### config.mk
export PLATFORM = sky130hd
export DESIGN_NAME = serial_adder
export DESIGN_NICKNAME = d
export VERILOG_FILES = /design/src/rtl/serial_adder.sv
export SDC_FILE = /design/constraint.sdc
export NUM_CORES = 1
export LEC_CHECK = 0
export CORE_MARGIN = 2
export CORE_UTILIZATION = 40
export CTS_CLUSTER_DIAMETER = 40
export DETAILED_ROUTE_END_ITERATION = 8
export SLEW_MARGIN = 20
export SYNTH_ARGS = -nofsm -noshare
export SYNTH_HDL_FRONTEND = slang
export SYNTH_SLANG_ARGS = --single-unit
### constraint.sdc
create_clock -name clk -period 2.5 [get_ports clk]
set_input_delay 0.375 -clock clk [delete_from_list [all_inputs] [get_ports clk]]
set_output_delay 0.375 -clock clk [all_outputs]
set_load 0.1 [all_outputs]
### src/rtl/serial_adder.sv
// rtl/serial_adder.sv - bit-serial N-bit adder with start/busy/done handshake
//
// Computes a + b + cin one bit per clock, LSB first, with one full-adder
// cell and a carry flip-flop. Latency from an accepted start is WIDTH+1
// edges; back-to-back operations start in the DONE cycle.
//
// Optional feature macro: SERIAL_ADDER_OVF_EN (adds the signed overflow output ovf).
//
// Ports:
//   clk    - clock, rising edge
//   rst_n  - synchronous active-low reset
//   start  - operation request, honoured in IDLE or DONE only
//   a, b   - WIDTH-bit operands, latched on the accepted start
//   cin    - carry-in, latched on the accepted start
//   busy   - high while bits are being processed
//   done   - one-cycle pulse when sum/cout (and ovf) are valid
//   sum    - WIDTH-bit result, held until the next result
//   cout   - carry out of the MSB, held like sum
//   ovf    - signed overflow, held like sum (SERIAL_ADDER_OVF_EN only)

module serial_adder #(
   parameter int WIDTH = 8
) (
   input  logic             clk,
   input  logic             rst_n,
   input  logic             start,
   input  logic [WIDTH-1:0] a,
   input  logic [WIDTH-1:0] b,
   input  logic             cin,
   output logic             busy,
   output logic             done,
   output logic [WIDTH-1:0] sum,
   output logic             cout
`ifdef SERIAL_ADDER_OVF_EN
   ,
   output logic             ovf
`endif
);

   localparam int            CW       = $clog2(WIDTH);
   localparam logic [CW-1:0] LAST_BIT = CW'(WIDTH - 1);

   typedef enum logic [1:0] {
      ST_IDLE,
      ST_RUN,
      ST_DONE
   } state_t;

   state_t           state;
   state_t           state_nxt;

   logic [WIDTH-1:0] a_sr;
   logic [WIDTH-1:0] b_sr;
   logic [WIDTH-1:0] acc_sr;
   logic             carry;
   logic [CW-1:0]    bit_cnt;

   logic             accept;
   logic             last_bit;
   logic             s_bit;
   logic             c_nxt;

   // Single full-adder cell working on the operand LSBs.
   assign s_bit    = a_sr[0] ^ b_sr[0] ^ carry;
   assign c_nxt    = (a_sr[0] & b_sr[0]) | (carry & (a_sr[0] ^ b_sr[0]));
   assign last_bit = (bit_cnt == LAST_BIT);

   always_ff @(posedge clk) begin
      if (!rst_n) begin
         state <= ST_IDLE;
      end else begin
         state <= state_nxt;
      end
   end

   always_comb begin
      state_nxt = state;
      busy      = 1'b0;
      done      = 1'b0;
      accept    = 1'b0;
      case (state)
         ST_IDLE: begin
            if (start) begin
               accept    = 1'b1;
               state_nxt = ST_RUN;
            end
         end
         ST_RUN: begin
            busy = 1'b1;
            if (last_bit) begin
               state_nxt = ST_DONE;
            end
         end
         ST_DONE: begin
            done = 1'b1;
            if (start) begin
               accept    = 1'b1;
               state_nxt = ST_RUN;
            end else begin
               state_nxt = ST_IDLE;
            end
         end
         default: begin
            state_nxt = ST_IDLE;
         end
      endcase
   end

   // Datapath. Result registers are written only on the final RUN edge so
   // that sum/cout keep the previous result while a new operation runs.
   always_ff @(posedge clk) begin
      if (!rst_n) begin
         a_sr    <= '0;
         b_sr    <= '0;
         acc_sr  <= '0;
         carry   <= 1'b0;
         bit_cnt <= '0;
         sum     <= '0;
         cout    <= 1'b0;
`ifdef SERIAL_ADDER_OVF_EN
         ovf     <= 1'b0;
`endif
      end else if (accept) begin
         a_sr    <= a;
         b_sr    <= b;
         carry   <= cin;
         bit_cnt <= '0;
      end else if (state == ST_RUN) begin
         a_sr   <= a_sr >> 1;
         b_sr   <= b_sr >> 1;
         acc_sr <= {s_bit, acc_sr[WIDTH-1:1]};
         carry  <= c_nxt;
         // Counter holds on the last bit so it never wraps when WIDTH is a power of two.
         if (!last_bit) begin
            bit_cnt <= bit_cnt + CW'(1);
         end
         if (last_bit) begin
            sum  <= {s_bit, acc_sr[WIDTH-1:1]};
            cout <= c_nxt;
`ifdef SERIAL_ADDER_OVF_EN
            // carry still holds the carry into the MSB on this edge.
            ovf  <= carry ^ c_nxt;
`endif
         end
      end
   end

endmodule

Yosys cells after proc, flatten, opt, wreduce, memory -nomap -nowiden

Cells that the tools add are included.

Add/subtract/negate cells: 1
Multiply operators: 0
Div/mod/pow operators: 0
Magnitude comparators: 0
Equality and inequality tests: 5
Shift operators: 0
Muxes and demuxes: 14
Bitwise operators: 8
Reduce and logical (&&, ||, !) cells: 8

Operators by type and width:

| kind                  | number |
|---|---|
| $mux W8               | 4 |
| $mux W1               | 7 |
| $pmux W2 S3           | 1 |
| $reduce_and A2 Y1     | 3 |
| $mux W2               | 2 |
| $ne A2 B2 Y1 const B  | 2 |
| $reduce_or A2 Y1      | 2 |
| $add A3 B1 Y3 const B | 1 |
| $eq A3 B3 Y1 const B  | 1 |
| $not A1 Y1            | 3 |
| $reduce_and A3 Y1     | 1 |
| $and A1 B1 Y1         | 2 |
| $eq A2 B1 Y1 const B  | 1 |
| $eq A2 B2 Y1 const B  | 1 |
| $logic_not A2 Y1      | 1 |
| $reduce_bool A2 Y1    | 1 |
| $xor A1 B1 Y1         | 2 |
| $or A1 B1 Y1          | 1 |

Flip-flop bits (word level): 39
Latch bits: 0
Bits in writable memories: 0
Bits in read-only memories: 0
Logic and storage cells: 44
Memories kept: 0

Longest topological paths before layout

Gate-level depths: netlist of the first run.

Depth in word-level cells: 5
Depth in mapped cells: 6
Gate-level depth less buffers: 5

Worst setup path before layout of the first run

Ideal clock, no wire load.

Path kind: flip-flop to output port
From: reg state[1]
To: out done
Arrival: 1.702 ns
Data required time: 2.125 ns
Slack: 0.423 ns
Stages on the path, launching flop included: 2
Buffers on the path: 0
Path through: dfxtp_1 -> nor2b_1

Word-level cells in the longest chain between the ends: 2

Ends and longest elaborated chain:

| item                   | line | source |
|---|---|---|
| from (decl)            | 49   | `state_t state;` |
| from (signal assigned) | 72   | `state <= state_nxt;` |
| $eq A2 B2 Y1           | 81   | `case (state)` |
| $mux W1                | 81   |  |
| to (decl)              | 31   | `output logic done,` |

Every way passes these cells.

Worst setup path after layout of the first run

From: reg bit_cnt[0]
To: reg sum[7]

Word-level cells in the longest chain between the ends: 2

Ends and longest elaborated chain:

| item                               | line | source |
|---|---|---|
| from (decl)                        | 56   | `logic [CW-1:0] bit_cnt;` |
| from (signal assigned)             | 135  | `bit_cnt <= bit_cnt + CW'(1);` |
| $eq A3 B3 Y1                       | 66   | `assign last_bit = (bit_cnt == LAST_BIT);` |
| $reduce_and A3 Y1 (no source line) | --   |  |
| to (signal assigned)               | 138  | `sum <= {s_bit, acc_sr[WIDTH-1:1]};` |
| to (decl)                          | 32   | `output logic [WIDTH-1:0] sum,` |

Every way passes these cells.
A chain may end at the register's enable or synchronous reset.

==> impl_metrics.tcl, run 1 <==
set metrics [dict create \
    cts_buffers 5 \
    synth_seq_cells 38 \
    yosys.area_share.simple_pct 20.7 \
    r2r_slack_ns 0.77 \
    dp_cells 249 \
    ant_nets 0 \
    grt_pass1_wl_um 5550 \
    die_area_sq_mm 0.00453 \
    fin_skew_ns 0.00750 \
    die_y_um 67.3 \
    synthCells 182 \
    ctsResizeCount 0 \
    peakVddDrop_mv 0.272 \
    r2r_start "bit_cnt[0]" \
    die_w_um 67.3 \
    finalMaxSlewViolations 0 \
    synth.net_count 205 \
    cts-hold-fix-buffers 0 \
    grtUsageTotal_pct 16.2 \
    rows 23 \
    period_share_pct 69.1 \
    ys_async_sr_fraction_pct 0 \
    pwr-share-clk_pct 38.8 \
    required_ns 2.68 \
    hold_depth 2 \
    maxCapViolations 0 \
    hold_class "reg2reg" \
    multiInputGateArea_sq_um 711 \
    r2r_cells 5 \
    fin_cells 257 \
    path_max_fanout 14 \
    crit_type "reg2reg" \
    status "finished clean" \
    max_stage_delay_ns 0.47 \
    combPwrFrac_pct 11.6 \
    avgSynthCellArea_sq_um 8.81 \
    core_sq_mm 0.00394 \
    syn_to_final_growth_pct 21.8 \
    power.static_leakage_uw 0.000721 \
    clock_latency_ns 0.29 \
    worst_slew_pin_slew_ns 0.844 \
    worst_path_most_repeated_cell "ha_1" \
    tritoncts "built" \
    fin_ws_ns 0.774 \
    fmax_mhz 579 \
    grt-ovfl-total 0 \
    dr.pass1.iters 4 \
    num-fill-cells 378 \
    min_delay_worst_endpoint "b_sr[7]" \
    timing.rr.end "sum[7]" \
    yosysSeqAreaShare_pct 47.4 \
    cts_buffer_depth 2 \
    internal-power_uw 997 \
    setup_viol 0 \
    synth_compound_area_share_pct 20.2 \
    drt_wl_total_um 3160 \
    grt_max_degree 37 \
    dp_worst_setup_slack_ns 0.542 \
    num_antenna_cells 0 \
    drc_errors 0 \
    antenna_found_initial 0 \
    drive_gt1_share_pct 11.1 \
    p_seq_share_pct 49.5 \
    tns_ns 0 \
    synth_area_sq_mm 0.00160 \
    portBuffers 30 \
    endpoint_kind "register" \
    cts-root-buf "clkbuf_8" \
    total_power_uw 1310 \
    synth_top_flop_cell "dfxtp_1" \
    synthDistinctLibCells 28 \
    ys_warn_count 0 \
    seqCellArea_sq_um 761 \
    powerDensity_mw_per_mm2 673 \
    dp_hpwl_um 2080 \
    routed_via_density 5.16 \
    power.switching_uw 318 \
    wl_per_cell_um 12.3 \
    synth_xor_area_share_pct 0.546 \
    cpMaxStageDelayCell "ha_1" \
    synth_top_family_by_area "simple AND/OR/NAND/NOR gates" \
    initial_utilization_pct 40.7 \
    cp_cell_sequence "ha_1 > ha_1 > nand3b_1 > nand2_1 > a21boi_1" \
    hold_viol 0 \
    finalNetCount 229 \
    htreeDepth 2 \
    ioPinCount 31 \
    synthAdderAreaFrac_pct 2.81 \
    post-route-min-period_ns 1.73 \
    vias 1326 \
    worstPathArrival_ns 1.91 \
    rsz0062_at_grt "false" \
    drt-initial-drc-count 86 \
    globalplace.congestion 0.718 \
    clk_pin_slew_worst_paths_ns 0.07 \
    hold_start "b_sr[7]" \
    grt_pass1_vias 1253 \
    post_cts_buffers 0 \
    synth-edff-count 0 \
    p_sw_share_pct 24.2 \
    synthMuxAreaShare_pct 0 \
    maxSlewHeadroom_pct 43.8 \
    cp-start-kind "register" \
    clock-sinks 38 \
]
==> logic make-up after synthesis <==
kind of cell             Yosys count
XOR/XNOR                           1
buffers and inverters             16
AND/OR/NAND/NOR                   76
adder cells (fa/ha/maj)            3
flip-flops                        38
AO/OA/AOI/OAI                     48
==> worst max-delay path: cells and delay by family (launching register included) <==
family / cells / cell delay [ns]
AOI/OAI and AO/OA: 1 / 0.07
adders and majority gates: 2 / 0.64
DFF: 1 / 0.36
and+or+nand+nor: 2 / 0.56
==> layer usage <==
metal  track usage, %  part of all wire (%)
met1             18.0                    46
met2             29.0                    48
met3             5.50                   5.4
met4             5.36                  0.98
met5                0                     0
==> power by group through the flow <==
stage                     clock network [uW]  logic (uW)  registers (uW)
final                                    511         153             651
after detailed placement                   0         154             665
after floorplan                            0         121             661
after global placement                     0         151             664
after global routing                     547         172             655
after CTS                                527         155             651
==> metrics by stage <==
step | hold slack [ns] | utilization, % | cell area (sq um)
2_1_floorplan | 0.432 | - | 1600
3_3_place_gp | 0.440 | 46.8 | 1850
3_5_place_dp | 0.446 | 46.8 | 1850
4_1_cts | 0.457 | 49.6 | 1950
5_1_grt | 0.473 | 49.6 | 1950
6_report | 0.454 | 49.6 | 1950
==> layout by cell type, fill, tap and decap left out, types with 3 or more instances in the layout <==
master | Yosys | final
a21boi_0 | 4 | 4
a21boi_1 | 15 | 15
a21oi_1 | 3 | 3
a31oi_1 | 8 | 8
buf_4 | 2 | 12
clkbuf_8 | 0 | 5
clkdlybuf4s50_1 | 0 | 19
dfxtp_1 | 38 | 38
nand2_1 | 46 | 46
nand3_1 | 12 | 12
nor2_1 | 6 | 6
nor3_1 | 5 | 5
o21ai_0 | 10 | 10
o221ai_1 | 5 | 5
==> synth_stat cells (2+ instances only) <==
cell type	instances	area (sq um)
a21boi_0	4	30.0
a21boi_1	15	113
a21oi_1	3	15.0
a22oi_1	2	15.0
a31oi_1	8	50.1
buf_2	3	15.0
buf_4	2	15.0
buf_6	7	78.8
clkbuf_1	2	7.51
dfxtp_1	38	761
ha_1	2	25.0
nand2_1	46	173
nand2b_1	2	12.5
nand3_1	12	60.1
nor2_1	6	22.5
nor3_1	5	25.0
o21ai_0	10	50.1
o221ai_1	5	43.8
==> flip-flops by register name (all words and copies together) (netlist names) <==
| signal | flops |
|---|---|
| state | 2 |
| acc_sr | 7 |
| bit_cnt | 3 |
| a_sr | 8 |
| b_sr | 8 |
| carry | 1 |
| cout | 1 |
| sum | 8 |
==> worst max path at each step <==
stage	slack, ns	cells after the start	to	startpoint
final	0.77	5	sum[7]	bit_cnt[0]
after global routing	0.57	5	sum[7]	bit_cnt[0]
after CTS	0.72	5	sum[7]	bit_cnt[0]
after detailed placement	0.54	4	b_sr[6]	start
after global placement	0.67	4	b_sr[5]	start
after floorplan	0.42	1	done	state[1]
==> layout make-up <==
| type | instances | share of cell area (%) |
|---|---|---|
| repair buffers | 32 | 15.4 |
| clock inverters | 3 | 2.05 |
| flip-flops and latches | 38 | 38.9 |
| clock buffers | 5 | 3.52 |
| multi-input cells | 128 | 36.4 |
| well taps | 50 | 3.20 |
| inverters | 1 | 0.576 |
No activity file was read; power rests on OpenSTA's default activity.
==> inputs of run 2 (changes only) <==
==> constraint.sdc (replaced) <==
create_clock -name clk -period 1.7 [get_ports clk]
set_input_delay 0.255 -clock clk [delete_from_list [all_inputs] [get_ports clk]]
set_output_delay 0.255 -clock clk [all_outputs]
set_load 0.1 [all_outputs]
==> run 2 against run 1 <==
Net effect: global-route usage down 0.29 points; sequential share of layout area down 2.6 points; sequential power up 47%; critical path depth down 2; setup slack worse by 0.63 ns; combinational power up 54%; wire length down 1.7%; total power up 39%; hold slack better by 0.0086 ns; count of clock-buffer cells in the layout up 1; clock skew down 0.0029 ns; critical path type is now reg2out.
==> impl_metrics.tcl, run 2 (synthesis gave the netlist of run 1 again) <==
set metrics [dict create \
    cp-start-kind "register" \
    status "finished clean" \
    path_max_fanout 33 \
    cts-root-buf "clkbuf_8" \
    finalMaxSlewViolations 0 \
    most-common-layout-cells "nand2_1 (46), dfxtp_1 (38), clkdlybuf4s50_1 (19)" \
    antenna_found_initial 0 \
    post_cts_buffers 0 \
    maxSlewHeadroom_pct 76.5 \
    cts-hold-fix-buffers 0 \
    drive_gt1_share_pct 12.4 \
    power.static_leakage_uw 0.000752 \
    peakVddDrop_mv 0.489 \
    drt-initial-drc-count 41 \
    dpl_cell_area_sq_mm 0.00200 \
    core_sq_mm 0.00394 \
    finalNetCount 231 \
    fin_cells 259 \
    worst_slew_pin_slew_ns 0.351 \
    cts_buffer_depth 2 \
    r2r_start "bit_cnt[0]" \
    dr.pass1.iters 4 \
    maxCapViolations 0 \
    ctsResizeCount 0 \
    required_ns 1.44 \
    die_y_um 67.3 \
    die_area_sq_mm 0.00453 \
    crit_type "reg2out" \
    cts_buffers 5 \
    clock_latency_ns 0.28 \
    fin_area_sq_mm 0.00210 \
    grt-ovfl-total 0 \
    htreeDepth 2 \
    post-route-min-period_ns 1.56 \
    reg_top3 "a_sr x8, b_sr x8, sum x8" \
    rsz0062_at_grt "false" \
    fin_skew_ns 0.00456 \
    hold_class "reg2reg" \
    total_power_uw 1830 \
    die_w_um 67.3 \
    critPathLaunch "state[0]" \
    vias 1324 \
    ioPinCount 31 \
    tritoncts "built" \
    grtUsageTotal_pct 15.9 \
    dp_hpwl_um 2120 \
    drt_wl_total_um 3110 \
    clock-sinks 38 \
    drc_errors 0 \
    endpoint_kind "primary output" \
    fmax_mhz 642 \
    dp_cells 251 \
    powerDensity_mw_per_mm2 871 \
    layout_commonest_cell "nand2_1" \
    grt_max_degree 37 \
    grt_pass1_vias 1244 \
    tns_ns 0 \
    portBuffers 30 \
    wl_per_cell_um 12.0 \
    period_share_pct 91.7 \
    ant_nets 0 \
    setup_viol 0 \
    rows 23 \
    hold_start "b_sr[7]" \
    worstPathArrival_ns 1.30 \
    routed_via_density 5.11 \
    initial_utilization_pct 40.7 \
    hold_viol 0 \
    clk_pin_slew_worst_paths_ns 0.07 \
    grt_pass1_wl_um 5490 \
    globalplace.congestion 0.729 \
    syn_to_final_growth_pct 30.7 \
    num_antenna_cells 0 \
    post-route-util_pct 53.2 \
]
## run 2: cell types whose count changed in the layout (fill, tap and decap cells not counted)
| cell | before | now |
|---|---|---|
| clkinvlp_4 | 0 | 1 |
| buf_4 | 12 | 3 |
| clkinv_2 | 2 | 1 |
| clkbuf_8 | 5 | 6 |
| buf_12 | 1 | 12 |
| bufinv_16 | 1 | 0 |
| nor2b_2 | 0 | 1 |
| nor2b_1 | 1 | 0 |
## run 2: layout make-up
| type | instances | area (sq um) |
|---|---|---|
| clock buffer | 6 | 82.6 |
| clock inverter | 2 | 12.5 |
| fill | 354 | 1850 |
| inverter | 1 | 11.3 |
| multi-input combinational | 128 | 713 |
| sequential | 38 | 761 |
| tap | 50 | 62.6 |
| timing repair buffer | 34 | 453 |
## run 2: power breakdown
| part | leakage, uW | internal [uW] | switching (uW) | total, uW |
|---|---|---|---|---|
| combinational | 0.000395 | 110 | 125 | 235 |
| clock | 0.0000472 | 326 | 308 | 633 |
| sequential | 0.000310 | 933 | 24.9 | 957 |
| total | 0.000752 | 1370 | 458 | 1830 |
## run 2: final timing paths
| kind | endpoint | slack [ns] | depth (start not counted) |
|---|---|---|---|
| setup reg to reg | bit_cnt[0] | 0.30 | 5 |
| setup / recovery | busy | 0.14 | 3 |
| hold / removal | b_sr[7] | 0.46 | 2 |
| hold reg to reg | b_sr[7] | 0.46 | 2 |
## run 2: critical path, stage by stage (launching register included)
cell	delay (ns)
dfxtp_1	0.41
nand2b_1	0.18
inv_8	0.22
buf_12	0.20
## run 2: metal layers
metal | GRT usage, % | wire [um] | vias to the layer above
met4 | 5.36 | 19 | 0
met5 | 0 | 0 | -
met1 | 19.4 | 1430 | 615
li1 | - | - | 677
met3 | 4.67 | 141 | 2
met2 | 26.9 | 1510 | 30
## run 2: metrics by stage
stage	hold WS [ns]	setup WS (ns)
2_1_floorplan	0.386	0.265
3_3_place_gp	0.441	0.313
3_5_place_dp	0.452	0.278
4_1_cts	0.464	0.129
5_1_grt	0.491	0.0452
6_report	0.463	0.142
==> inputs of run 3 (changes only) <==
--- a/config.mk
+++ b/config.mk
@@ -6,9 +6,10 @@
 export NUM_CORES = 1
 export LEC_CHECK = 0
 export CORE_MARGIN = 2
-export CORE_UTILIZATION = 40
+export CORE_UTILIZATION = 38
 export CTS_CLUSTER_DIAMETER = 40
 export DETAILED_ROUTE_END_ITERATION = 8
+export RECOVER_POWER = 50
 export SLEW_MARGIN = 20
 export SYNTH_ARGS = -nofsm -noshare
 export SYNTH_HDL_FRONTEND = slang
==> run 3 against run 2 <==
Net effect: sequential cell count unchanged; clock power shrank 0.8%; via count is 2.9% higher; clock skew rose by 0.0019 ns; largest power group unchanged; highest routed layer unchanged.
==> impl_metrics.tcl, run 3 (synthesis gave the netlist of run 1 again) <==
set metrics [dict create \
    status "finished clean" \
    power.static_leakage_uw 0.000719 \
    die_area_sq_mm 0.00476 \
    dr.pass1.iters 4 \
    clk_pin_slew_worst_paths_ns 0.07 \
    portBuffers 30 \
    powerDensity_mw_per_mm2 931 \
    cts-hold-fix-buffers 0 \
    rows 23 \
    maxCapViolations 0 \
    grt_pass1_vias 1327 \
    endpoint_kind "primary output" \
    die_y_um 69.0 \
    layout_commonest_cell "nand2_1" \
    globalplace.congestion 0.753 \
    grt_max_degree 37 \
    post-route-min-period_ns 1.55 \
    initial_utilization_pct 39.8 \
    num_antenna_cells 0 \
    reg_top3 "a_sr x8, b_sr x8, sum x8" \
    routed_via_density 5.26 \
    cp-start-kind "register" \
    grt-ovfl-total 0 \
    whs_ns 0.455 \
    drt-initial-drc-count 97 \
    period_share_pct 91.3 \
    grt_pass1_wl_um 5780 \
    clock_latency_ns 0.29 \
    path_max_fanout 33 \
    dp_hpwl_um 2330 \
    cts_buffers 5 \
    ioPinCount 31 \
    ant_nets 0 \
    cts-root-buf "clkbuf_8" \
    setup_viol 0 \
    vias 1363 \
    most-common-layout-cells "nand2_1 (46), dfxtp_1 (38), clkdlybuf4s50_1 (19)" \
    core_sq_mm 0.00403 \
    drive_gt1_share_pct 11.0 \
    peakVddDrop_mv 0.544 \
    r2r_cells 5 \
    r2r_start "bit_cnt[0]" \
    drt_wl_total_um 3380 \
    critPathLaunch "state[0]" \
    drc_errors 0 \
    tns_ns 0 \
    finalMaxSlewViolations 0 \
    worstPathArrival_ns 1.30 \
    grtUsageTotal_pct 16.8 \
    rsz0062_at_grt "false" \
    hold_class "reg2reg" \
    hold_viol 0 \
    clock-sinks 38 \
    die_w_um 69.0 \
    fmax_mhz 644 \
    cts_buffer_depth 2 \
    tritoncts "built" \
    fin_skew_ns 0.00644 \
    maxSlewHeadroom_pct 63.6 \
    finalNetCount 231 \
    htreeDepth 2 \
    antenna_found_initial 0 \
    num-fill-cells 392 \
    r2r_slack_ns 0.21 \
    ctsResizeCount 0 \
    syn_to_final_growth_pct 22.4 \
    crit_type "reg2out" \
    wl_per_cell_um 13.0 \
    post_cts_buffers 0 \
    required_ns 1.44 \
    worst_slew_pin_slew_ns 0.548 \
    critical_path.endpoint "busy" \
    timing.rr.end "sum[3]" \
]
==> run 3: worst min path at each step <==
stage | depth (start not counted) | end | startpoint
2_1_floorplan | 2 | b_sr[7] | b[7]
3_3_place_gp | 2 | b_sr[7] | b_sr[7]
3_5_place_dp | 2 | b_sr[7] | b_sr[7]
4_1_cts | 2 | b_sr[7] | b_sr[7]
5_1_grt | 2 | sum[0] | sum[0]
6_report | 2 | sum[6] | sum[6]
==> run 3: power by group <==
part	switching [uW]	internal, uW	total [uW]	leakage (uW)
sequential	26.3	933	959	0.000310
combinational	129	112	242	0.000361
clock	301	327	628	0.0000482
==> run 3: routing by layer <==
layer  share of wire (%)  vias to the layer above  GRT usage (%)
met5                   0                        -              0
met4                 1.4                        0           7.35
met3                 7.2                        4           5.52
met2                  48                       48           28.0
met1                  43                      634           19.5
li1                    -                      677              -
==> run 3: worst max-delay path, stage by stage, from the launching register on <==
cell	delay [ns]
dfxtp_1	0.41
nand2b_1	0.18
inv_8	0.21
buf_12	0.20
==> run 3: metrics by stage <==
step / cell area, sq um / utilization [%] / total power (uW) / std cells / setup slack, ns
2_1_floorplan: 1610 / - / 1150 / 182 / 0.265
3_3_place_gp: 2010 / 50.0 / 1210 / 251 / 0.332
3_5_place_dp: 2010 / 50.0 / 1220 / 251 / 0.270
4_1_cts: 2100 / 52.2 / 1850 / 259 / 0.131
5_1_grt: 1960 / 48.7 / 1930 / 259 / 0.0583
6_report: 1960 / 48.7 / 1830 / 259 / 0.147
==> run 3: area by class of cell <==
class                      count  area [sq um]  area share [%]
sequential                    38           761            38.8
clock buffer                   7          86.3            4.40
timing repair buffer          34           327            16.6
tap                           50          62.6            3.19
clock inverter                 1          5.00           0.255
inverter                       1          11.3           0.574
multi-input combinational    128           711            36.2
